--- config.mk ---
export PLATFORM = sky130hd
export DESIGN_NAME = mmu_regions
export DESIGN_NICKNAME = d
export VERILOG_FILES = /design/src/rtl/mmu_regions.sv
export SDC_FILE = /design/constraint.sdc
export NUM_CORES = 2
export LEC_CHECK = 0
export ABC_AREA = 1
export BUFFER_PORTS_ARGS = -buffer_cell sky130_fd_sc_hd__buf_2
export CAP_MARGIN = 5
export CORE_ASPECT_RATIO = 0.6
export CORE_MARGIN = 3
export CORE_UTILIZATION = 45
export DETAILED_ROUTE_END_ITERATION = 16
export PLACE_DENSITY = 0.71
export SYNTH_ARGS = -nofsm -noshare
export SYNTH_HDL_FRONTEND = slang
export SYNTH_SLANG_ARGS = --single-unit
--- constraint.sdc ---
create_clock -name clk_i -period 20.3 [get_ports clk_i]
set_input_delay 4.06 -clock clk_i [delete_from_list [all_inputs] [get_ports clk_i]]
set_output_delay 4.06 -clock clk_i [all_outputs]
set_load 0.02 [all_outputs]
--- src/rtl/mmu_regions.sv ---
// rtl/mmu_regions.sv - programmable region decoder with fault capture and bus watchdog
//
// Purpose: maps each CPU bus address to a chip-select code and a cacheable
// attribute through NREGIONS programmable base/mask entries. The decode is
// registered (1-cycle latency). Unmapped accesses and stalled bus cycles
// raise a one-cycle fault pulse. The first uncleared fault is held as a
// sticky address/cause pair.
//
// Ports:
//   clk_i, rst_i        clock, asynchronous active-high reset
//   adr_i, cyc_i, stb_i bus address, cycle, strobe from the CPU master
//   ack_i               slave acknowledge, feeds the watchdog
//   chipselect          registered chip-select code, 0 = none
//   cache_enable        registered cacheable attribute
//   fault               one-cycle fault pulse
//   fault_cause_o       01 unmapped, 10 timeout
//   fault_adr_o         address of the first uncleared fault
//   fault_pending_o     sticky fault flag
//   fault_clr_i         clears fault_pending_o
//   cfg_we_i, cfg_sel_i, cfg_field_i, cfg_dat_i   config write port
//   cfg_dat_o           combinational readback of the selected field
module mmu_regions #(
   parameter int              AW       = 32,
   parameter int              NREGIONS = 8,
   parameter int              CSW      = 4,
   parameter int              TIMEOUT  = 256,
   parameter logic [AW-1:0]   RST_BASE = 32'hffff0000,
   parameter logic [AW-1:0]   RST_MASK = 32'hffff0000,
   parameter logic [CSW-1:0]  RST_CS   = 4'h2,
   localparam int             SW       = $clog2(NREGIONS)
) (
   input  logic            clk_i,
   input  logic            rst_i,
   input  logic [AW-1:0]   adr_i,
   input  logic            cyc_i,
   input  logic            stb_i,
   input  logic            ack_i,
   output logic [CSW-1:0]  chipselect,
   output logic            cache_enable,
   output logic            fault,
   output logic [1:0]      fault_cause_o,
   output logic [AW-1:0]   fault_adr_o,
   output logic            fault_pending_o,
   input  logic            fault_clr_i,
   input  logic            cfg_we_i,
   input  logic [SW-1:0]   cfg_sel_i,
   input  logic [1:0]      cfg_field_i,
   input  logic [AW-1:0]   cfg_dat_i,
   output logic [AW-1:0]   cfg_dat_o
);

   // Watchdog counter saturates at TIMEOUT so it never fires twice per stall.
   localparam int             CW      = $clog2(TIMEOUT + 1);
   localparam logic [CW-1:0]  WD_LAST = CW'(TIMEOUT - 1);
   localparam logic [CW-1:0]  WD_SAT  = CW'(TIMEOUT);

   localparam logic [1:0]     CAUSE_UNMAPPED = 2'b01;
   localparam logic [1:0]     CAUSE_TIMEOUT  = 2'b10;

   // Region table
   logic [NREGIONS-1:0][AW-1:0]  base_q, base_d;
   logic [NREGIONS-1:0][AW-1:0]  mask_q, mask_d;
   logic [NREGIONS-1:0][CSW-1:0] cs_q, cs_d;
   logic [NREGIONS-1:0]          en_q, en_d;
   logic [NREGIONS-1:0]          cach_q, cach_d;

   // Decode, fault and watchdog state
   logic [CSW-1:0]  chipselect_q, chipselect_d;
   logic            cache_enable_q, cache_enable_d;
   logic            fault_q, fault_d;
   logic [1:0]      fault_cause_q, fault_cause_d;
   logic [AW-1:0]   fault_adr_q, fault_adr_d;
   logic            fault_pending_q, fault_pending_d;
   logic [AW-1:0]   last_adr_q, last_adr_d;
   logic            last_unm_q, last_unm_d;
   logic [CW-1:0]   wd_q, wd_d;

   logic            hit;
   logic [CSW-1:0]  hit_cs;
   logic            hit_cach;
   logic            unmapped_evt;
   logic            timeout_evt;

   // Priority match: scan from the top so the lowest matching index is the
   // last one to assign and therefore wins.
   always_comb begin
      hit      = 1'b0;
      hit_cs   = '0;
      hit_cach = 1'b0;
      for (int i = NREGIONS - 1; i >= 0; i--) begin
         if (en_q[i] && ((adr_i & mask_q[i]) == (base_q[i] & mask_q[i]))) begin
            hit      = 1'b1;
            hit_cs   = cs_q[i];
            hit_cach = cach_q[i];
         end
      end
   end

   always_comb begin
      base_d          = base_q;
      mask_d          = mask_q;
      cs_d            = cs_q;
      en_d            = en_q;
      cach_d          = cach_q;
      chipselect_d    = '0;
      cache_enable_d  = 1'b1;
      fault_cause_d   = fault_cause_q;
      fault_adr_d     = fault_adr_q;
      fault_pending_d = fault_pending_q;
      wd_d            = wd_q;
      timeout_evt     = 1'b0;

      // An unmapped address held across consecutive cycles faults only once;
      // dropping cyc_i or moving the address re-arms the check.
      unmapped_evt = cyc_i && !hit && !(last_unm_q && (adr_i == last_adr_q));
      last_unm_d   = cyc_i && !hit;
      last_adr_d   = adr_i;

      if (cyc_i && hit) begin
         chipselect_d   = hit_cs;
         cache_enable_d = hit_cach;
      end

      if (!cyc_i || ack_i) begin
         wd_d = '0;
      end else if (stb_i) begin
         if (wd_q == WD_LAST) begin
            timeout_evt = 1'b1;
            wd_d        = WD_SAT;
         end else if (wd_q != WD_SAT) begin
            wd_d = wd_q + CW'(1);
         end
      end

      fault_d = unmapped_evt || timeout_evt;

      // A coincident clear lets a new fault replace the held one.
      if (fault_d) begin
         if (!fault_pending_q || fault_clr_i) begin
            fault_pending_d = 1'b1;
            fault_adr_d     = adr_i;
            fault_cause_d   = timeout_evt ? CAUSE_TIMEOUT : CAUSE_UNMAPPED;
         end
      end else if (fault_clr_i) begin
         fault_pending_d = 1'b0;
      end

      if (cfg_we_i) begin
         case (cfg_field_i)
            2'd0: base_d[cfg_sel_i] = cfg_dat_i;
            2'd1: mask_d[cfg_sel_i] = cfg_dat_i;
            2'd2: begin
               en_d[cfg_sel_i]   = cfg_dat_i[CSW+1];
               cach_d[cfg_sel_i] = cfg_dat_i[CSW];
               cs_d[cfg_sel_i]   = cfg_dat_i[CSW-1:0];
            end
            default: ;
         endcase
      end
   end

   always_comb begin
      cfg_dat_o = '0;
      case (cfg_field_i)
         2'd0:    cfg_dat_o = base_q[cfg_sel_i];
         2'd1:    cfg_dat_o = mask_q[cfg_sel_i];
         2'd2:    cfg_dat_o = {{(AW-CSW-2){1'b0}}, en_q[cfg_sel_i],
                               cach_q[cfg_sel_i], cs_q[cfg_sel_i]};
         default: cfg_dat_o = fault_adr_q;
      endcase
   end

   always_ff @(posedge clk_i or posedge rst_i) begin
      if (rst_i) begin
         for (int i = 0; i < NREGIONS; i++) begin
            base_q[i] <= '0;
            mask_q[i] <= '0;
            cs_q[i]   <= '0;
            en_q[i]   <= 1'b0;
            cach_q[i] <= 1'b0;
         end
         base_q[0]       <= RST_BASE;
         mask_q[0]       <= RST_MASK;
         cs_q[0]         <= RST_CS;
         en_q[0]         <= 1'b1;
         cach_q[0]       <= 1'b1;
         chipselect_q    <= '0;
         cache_enable_q  <= 1'b1;
         fault_q         <= 1'b0;
         fault_cause_q   <= '0;
         fault_adr_q     <= '0;
         fault_pending_q <= 1'b0;
         last_adr_q      <= '0;
         last_unm_q      <= 1'b0;
         wd_q            <= '0;
      end else begin
         base_q          <= base_d;
         mask_q          <= mask_d;
         cs_q            <= cs_d;
         en_q            <= en_d;
         cach_q          <= cach_d;
         chipselect_q    <= chipselect_d;
         cache_enable_q  <= cache_enable_d;
         fault_q         <= fault_d;
         fault_cause_q   <= fault_cause_d;
         fault_adr_q     <= fault_adr_d;
         fault_pending_q <= fault_pending_d;
         last_adr_q      <= last_adr_d;
         last_unm_q      <= last_unm_d;
         wd_q            <= wd_d;
      end
   end

   assign chipselect      = chipselect_q;
   assign cache_enable    = cache_enable_q;
   assign fault           = fault_q;
   assign fault_cause_o   = fault_cause_q;
   assign fault_adr_o     = fault_adr_q;
   assign fault_pending_o = fault_pending_q;

endmodule

Word level (Yosys, flattened, before mapping)
Cells that the tools add are included.
- order comparisons: 2
- muxes and demuxes: 59
- equal/unequal tests: 14
- bitwise logic cells: 16
- reduce and logical (&&, ||, !) cells: 30
- $add $sub $neg: 1
- operator list (cell ; count):
    AND 32 bit ; 16
    bitwise mux 256 bit ; 2
    == test 32 bit ; 9
    binary-select mux 32 bit (select 3 bit) ; 2
    demux 32 bit (select 3 bit) ; 1
    2-to-1 mux 32 bit ; 3
    one-hot mux 32 bit (3 select lines) ; 1
    2-to-1 mux 4 bit ; 11
    2-to-1 mux 9 bit ; 4
    bitwise mux 32 bit ; 1
    2-to-1 mux 1 bit ; 26
    bitwise mux 8 bit ; 2
    logical AND 1 bit ; 13
    binary-select mux 4 bit (select 3 bit) ; 1
    demux 4 bit (select 3 bit) ; 1
    AND reduction 2 bit ; 6
    adder 9 x 1 -> 9 bit (second input constant) ; 1
    == test 9 x 8 -> 1 bit (second input constant) ; 1
    inequality test 9 bit (second input constant) ; 1
    binary-select mux 1 bit (select 3 bit) ; 2
    zero test 1 bit ; 4
    < comparator 3 x 4 -> 1 bit (second input constant) ; 1
    nonzero test 2 bit ; 2
    demux 1 bit (select 3 bit) ; 1
    other kinds (8) ; 10
- bits of input ports: 76
- flip-flop bits (word level): 643
- output and inout bits: 73
- word-level logic and storage cells: 157

Logic depth before layout (Yosys ltp)
- word-level depth: 17
- gate-level depth with buffers: 21
- depth with buffers taken out: 18

Worst setup path before layout
Ideal clock, no wire load.
- kind: input-to-output
- start: input port cfg_sel_i[0]
- end: output port cfg_dat_o[3]
- required time: 16.240 ns
- slack: 10.667 ns
- path buffers: 2
- arrival time: 5.573 ns
- cell stages on the path: 8
- cells stage by stage: buf_2 -> inv_1 -> nand3_1 -> inv_2 -> buf_1 -> a22o_1 -> o41ai_1 -> nand4_1
- word-level cells in the longest chain between the ends: 3
- elaborated cells on any way between the ends: 7
- classes of those cells: mux: 7
- ends and longest elaborated chain (element ; line ; RTL):
    from (decl) ; 46 ; input logic [SW-1:0] cfg_sel_i,
    binary-select mux 4 bit (select 3 bit), or another cell as far along ; 168 ; cach_q[cfg_sel_i], cs_q[cfg_sel_i]};
    2-to-1 mux 4 bit (implied by the code), or another cell as far along ; 168 ;
    one-hot mux 32 bit (3 select lines) * ; 164 ; case (cfg_field_i)
    to (decl) ; 49 ; output logic [AW-1:0] cfg_dat_o
Mark *: on every way between the ends. The rest lies on a longest branch, timed or not. The select of a mux whose other input is x is not followed.

Worst setup path in the final report
- start: input port cfg_sel_i[2]
- end: output port cfg_dat_o[1]
Same word-level chain as after synthesis.

==> qor.json <==
{
  "clocking": {
    "postCtsHoldBufs": 0,
    "clock_sinks": 643,
    "worstSkewPairLatency_ns": 0.67,
    "post_cts.resized_instances": 0,
    "tritoncts": "done",
    "cts_made_buffers": 60,
    "htree_num_levels": 2,
    "clock_slew_at_the_register_clock_pins_of_the_worst_setup_and_hold_paths_ns": 0.06,
    "post-cts-setup-buffers": 0,
    "max_clock_buf_depth": 3,
    "root_buffer": "clkbuf_16"
  },
  "layout": {
    "post-route-cell-area_sq_um": 35800,
    "final_nets": 4244,
    "final_layout_size_suffix_gt1_share_pct": 10.2,
    "num-fill-cells": 6789,
    "most_frequent_cells_in_the_layout": "1219 x nand2_1, 724 x o21ai_0, 607 x dfrtp_1",
    "leading_cell_type_in_the_layout_fill_and_taps_excluded": "nand2_1",
    "synthToLayoutAreaGrowth_pct": 10.3
  },
  "placement": {
    "gp_congestion": 0.974,
    "placedInstanceArea_sq_um": 33700,
    "port_buffers": 148,
    "detailedPlacementHpwl_um": 88700,
    "pre_cts_ws_ns": 9.10
  },
  "routing": {
    "detailroute.via_count": 31400,
    "antenna_violating_nets_post_route": 0,
    "first_pass_iters": 8,
    "detail_route.wirelength_um": 133000,
    "remaining_drc_errors": 0,
    "detailedRoute.firstIterationViolations": 4993,
    "drt-vias-per-instance": 6.06,
    "route.detailed.wl_per_inst_um": 25.7
  },
  "yosys": {
    "synth_enable_flop_cells": 0,
    "post_synth_num_cell_types": 57,
    "synth.yosys.seq_area_share_pct": 49.7,
    "postSynthRegisterBits": 643,
    "synth_warnings": 0,
    "post_synth_main_area_contributors": "dfrtp_1 47%, nand2_1 14%, o21ai_0 11%, inv_1 4.0%, nand3_1 3.5%",
    "synth_async_sr_flop_share_pct": 100,
    "syn_nets": 4247,
    "post_synth.cell_area_avg_sq_um": 7.79,
    "synth_flop_cell": "dfrtp_1",
    "synth.cell_area_sq_um": 32500,
    "synth_top_area_share_pct": 46.8,
    "netlist_instances": 4168,
    "yosys.area.top_type": "dfrtp_1"
  },
  "die": {
    "floorplan.die_area_sq_um": 75500,
    "initial_core_util_pct": 46.0,
    "io_count": 149,
    "design.core.area_sq_um": 70700,
    "fp.dieH_um": 214,
    "dieWidth_um": 353,
    "placement_rows": 75
  },
  "power": {
    "p_comb_share_pct": 22.0,
    "share_clk_of_total_power_pct": 32.2,
    "p_sw_mw": 1.35,
    "worst_ir_drop_vdd_mv": 0.0853,
    "power_density_nw_per_um2": 107,
    "sw_frac_of_total_pct": 35.2,
    "p_seq_share_pct": 45.8,
    "p_int_mw": 2.49,
    "power.leakage_nw": 16.6
  },
  "outcome": {
    "outcome": "complete, no violations"
  },
  "sta": {
    "grt_setup_unrepaired": "no",
    "tns_ns": 0,
    "finalCriticalPeriod_ns": 11.54,
    "hold_viol_final": 0,
    "fmax_mhz": 86.7,
    "finClkSkew_ns": 0.0398,
    "drv_slew": 0,
    "final.period_utilization_pct": 56.8,
    "final-setup-viol-count": 0,
    "setup_ws_ns": 8.76,
    "max_slew_margin_pct": 20.4,
    "slew_at_the_pin_closest_to_its_max_slew_limit_ns": 1.19
  },
  "global_routing": {
    "via_count_of_the_first_global_routing_pass": 28500,
    "antenna_found_initial": 8,
    "maximum_number_of_pins_on_one_net_before_global_route_repair": 167,
    "wire_length_of_the_first_global_routing_pass_um": 194000,
    "track_usage_pct": 34.3,
    "grt-ovfl-total": 0
  },
  "critical_path": {
    "setup.worst_path.class": "in2out",
    "crit_chain": "buf_2 -> inv_1 -> nand3_2 -> buf_4 -> inv_2 -> buf_4 -> nand2_1 -> o2111ai_1 -> o41ai_1 -> nand4_1 -> buf_2",
    "crit_required_ns": 16.24,
    "rrSetupSlack_ns": 16.21,
    "max_stage_delay_ns": 0.74,
    "path_max_fanout": 28,
    "critPathArrivalTime_ns": 7.48,
    "timing.critical_path.to_type": "output pin",
    "critical_path.slowest_cell": "o41ai_1",
    "cp-start-kind": "input pin"
  },
  "hold_path": {
    "type_of_the_most_critical_hold_path": "reg2reg"
  },
  "job": {
    "maxCapViolCount": 0
  }
}
-- synthesized netlist by cell type (8+ instances only) --
master     number
nand2_1      1235
o21ai_0       724
dfrtp_1       607
inv_1         342
nand3_1       230
clkbuf_1      199
nor2_1        166
a21oi_1       135
o22ai_1        74
o21ai_1        45
dfstp_2        36
o2111ai_1      34
nand4_1        31
a22oi_1        30
buf_2          25
nand2_2        24
o41ai_1        24
nor3_1         20
a221oi_1       18
buf_6          15
a22o_1         14
buf_4          14
a21boi_0       11
o31ai_1        11
inv_2          10
xnor2_1         9
xor2_1          8
-- worst max-delay path, delay by kind of cell --
kind                   cells  cell delay (ns)
buffers and inverters      6             1.99
AO/OA/AOI/OAI              2             0.86
AND/OR/NAND/NOR            3             0.52
-- state kept, by name (all words and copies together) (netlist names) --
signal	count
last_adr_q	32
cs_q	32
fault_pending_o	1
fault_adr_o	32
base_q	256
fault_cause_o	2
en_q	8
last_unm_q	1
fault	1
wd_q	9
chipselect	4
cache_enable	1
mask_q	256
cach_q	8
-- through the flow --
step / util (%) / instances / hold WS [ns] / power (mW)
after global placement: 47.7 / 5065 / 0.455 / 2.55
after detailed placement: 47.7 / 5065 / 0.457 / 2.58
after CTS: 50.7 / 5174 / 0.473 / 3.80
after floorplan: - / 4168 / 0.453 / 2.23
final: 50.7 / 5177 / 0.476 / 3.83
after global routing: 50.7 / 5176 / 0.506 / 3.99
-- power groups by stage --
stage | Clock [mW] | Sequential, mW | Combinational [mW]
after floorplan | 0 | 1.72 | 0.507
final | 1.23 | 1.75 | 0.845
after global placement | 0 | 1.76 | 0.795
after global routing | 1.29 | 1.78 | 0.924
after detailed placement | 0 | 1.76 | 0.816
after CTS | 1.24 | 1.74 | 0.819
-- final timing paths --
| kind | cells past startpoint | end | startpoint |
|---|---|---|---|
| worst max-delay path | 11 | cfg_dat_o[1] | cfg_sel_i[2] |
| worst min-delay path | 2 | fault_cause_o[0]$_DFFE_PP0P_ | fault_cause_o[0]$_DFFE_PP0P_ |
| worst max register to register | 13 | fault_adr_o[30]$_DFFE_PP0P_ | base_q[118]$_DFFE_PP0P_ |
| worst min register to register | 2 | fault_cause_o[0]$_DFFE_PP0P_ | fault_cause_o[0]$_DFFE_PP0P_ |
| max in group asynchronous | 6 | mask_q[37]$_DFFE_PP0P_ | rst_i |
| min in group asynchronous | 3 | base_q[80]$_DFFE_PP0P_ | rst_i |
-- kinds of logic (layout without fill, tap and decap cells) --
logic type,Yosys count,count (layout),synth area share (%)
AO/OA/AOI/OAI,1147,1147,19.7
XOR/XNOR,17,17,0.458
adder cells (fa/ha/maj),3,3,0.116
buffers and inverters,614,658,7.84
flip-flops,643,643,49.7
other,0,3,0
AND/OR/NAND/NOR,1744,1744,22.2
-- area by class of cell --
class | count | area, sq um | area share, %
multi-input cells | 2911 | 13900 | 38.8
clock inverters | 24 | 323 | 0.901
well taps | 962 | 1200 | 3.36
repair buffers | 194 | 1110 | 3.10
inverters | 355 | 1340 | 3.74
flip-flops and latches | 643 | 16100 | 45.1
clock buffers | 85 | 1800 | 5.01
diodes | 3 | 7.51 | 0.0210
-- per-layer routing --
metal	up-vias	share of wire, %	global-route usage, %
li1	13900	-	-
met1	14800	40	49.6
met2	2326	38	44.7
met3	377	18	16.0
met4	8	4.1	11.6
met5	-	0.041	0
Power figures use the tool's default switching activity.
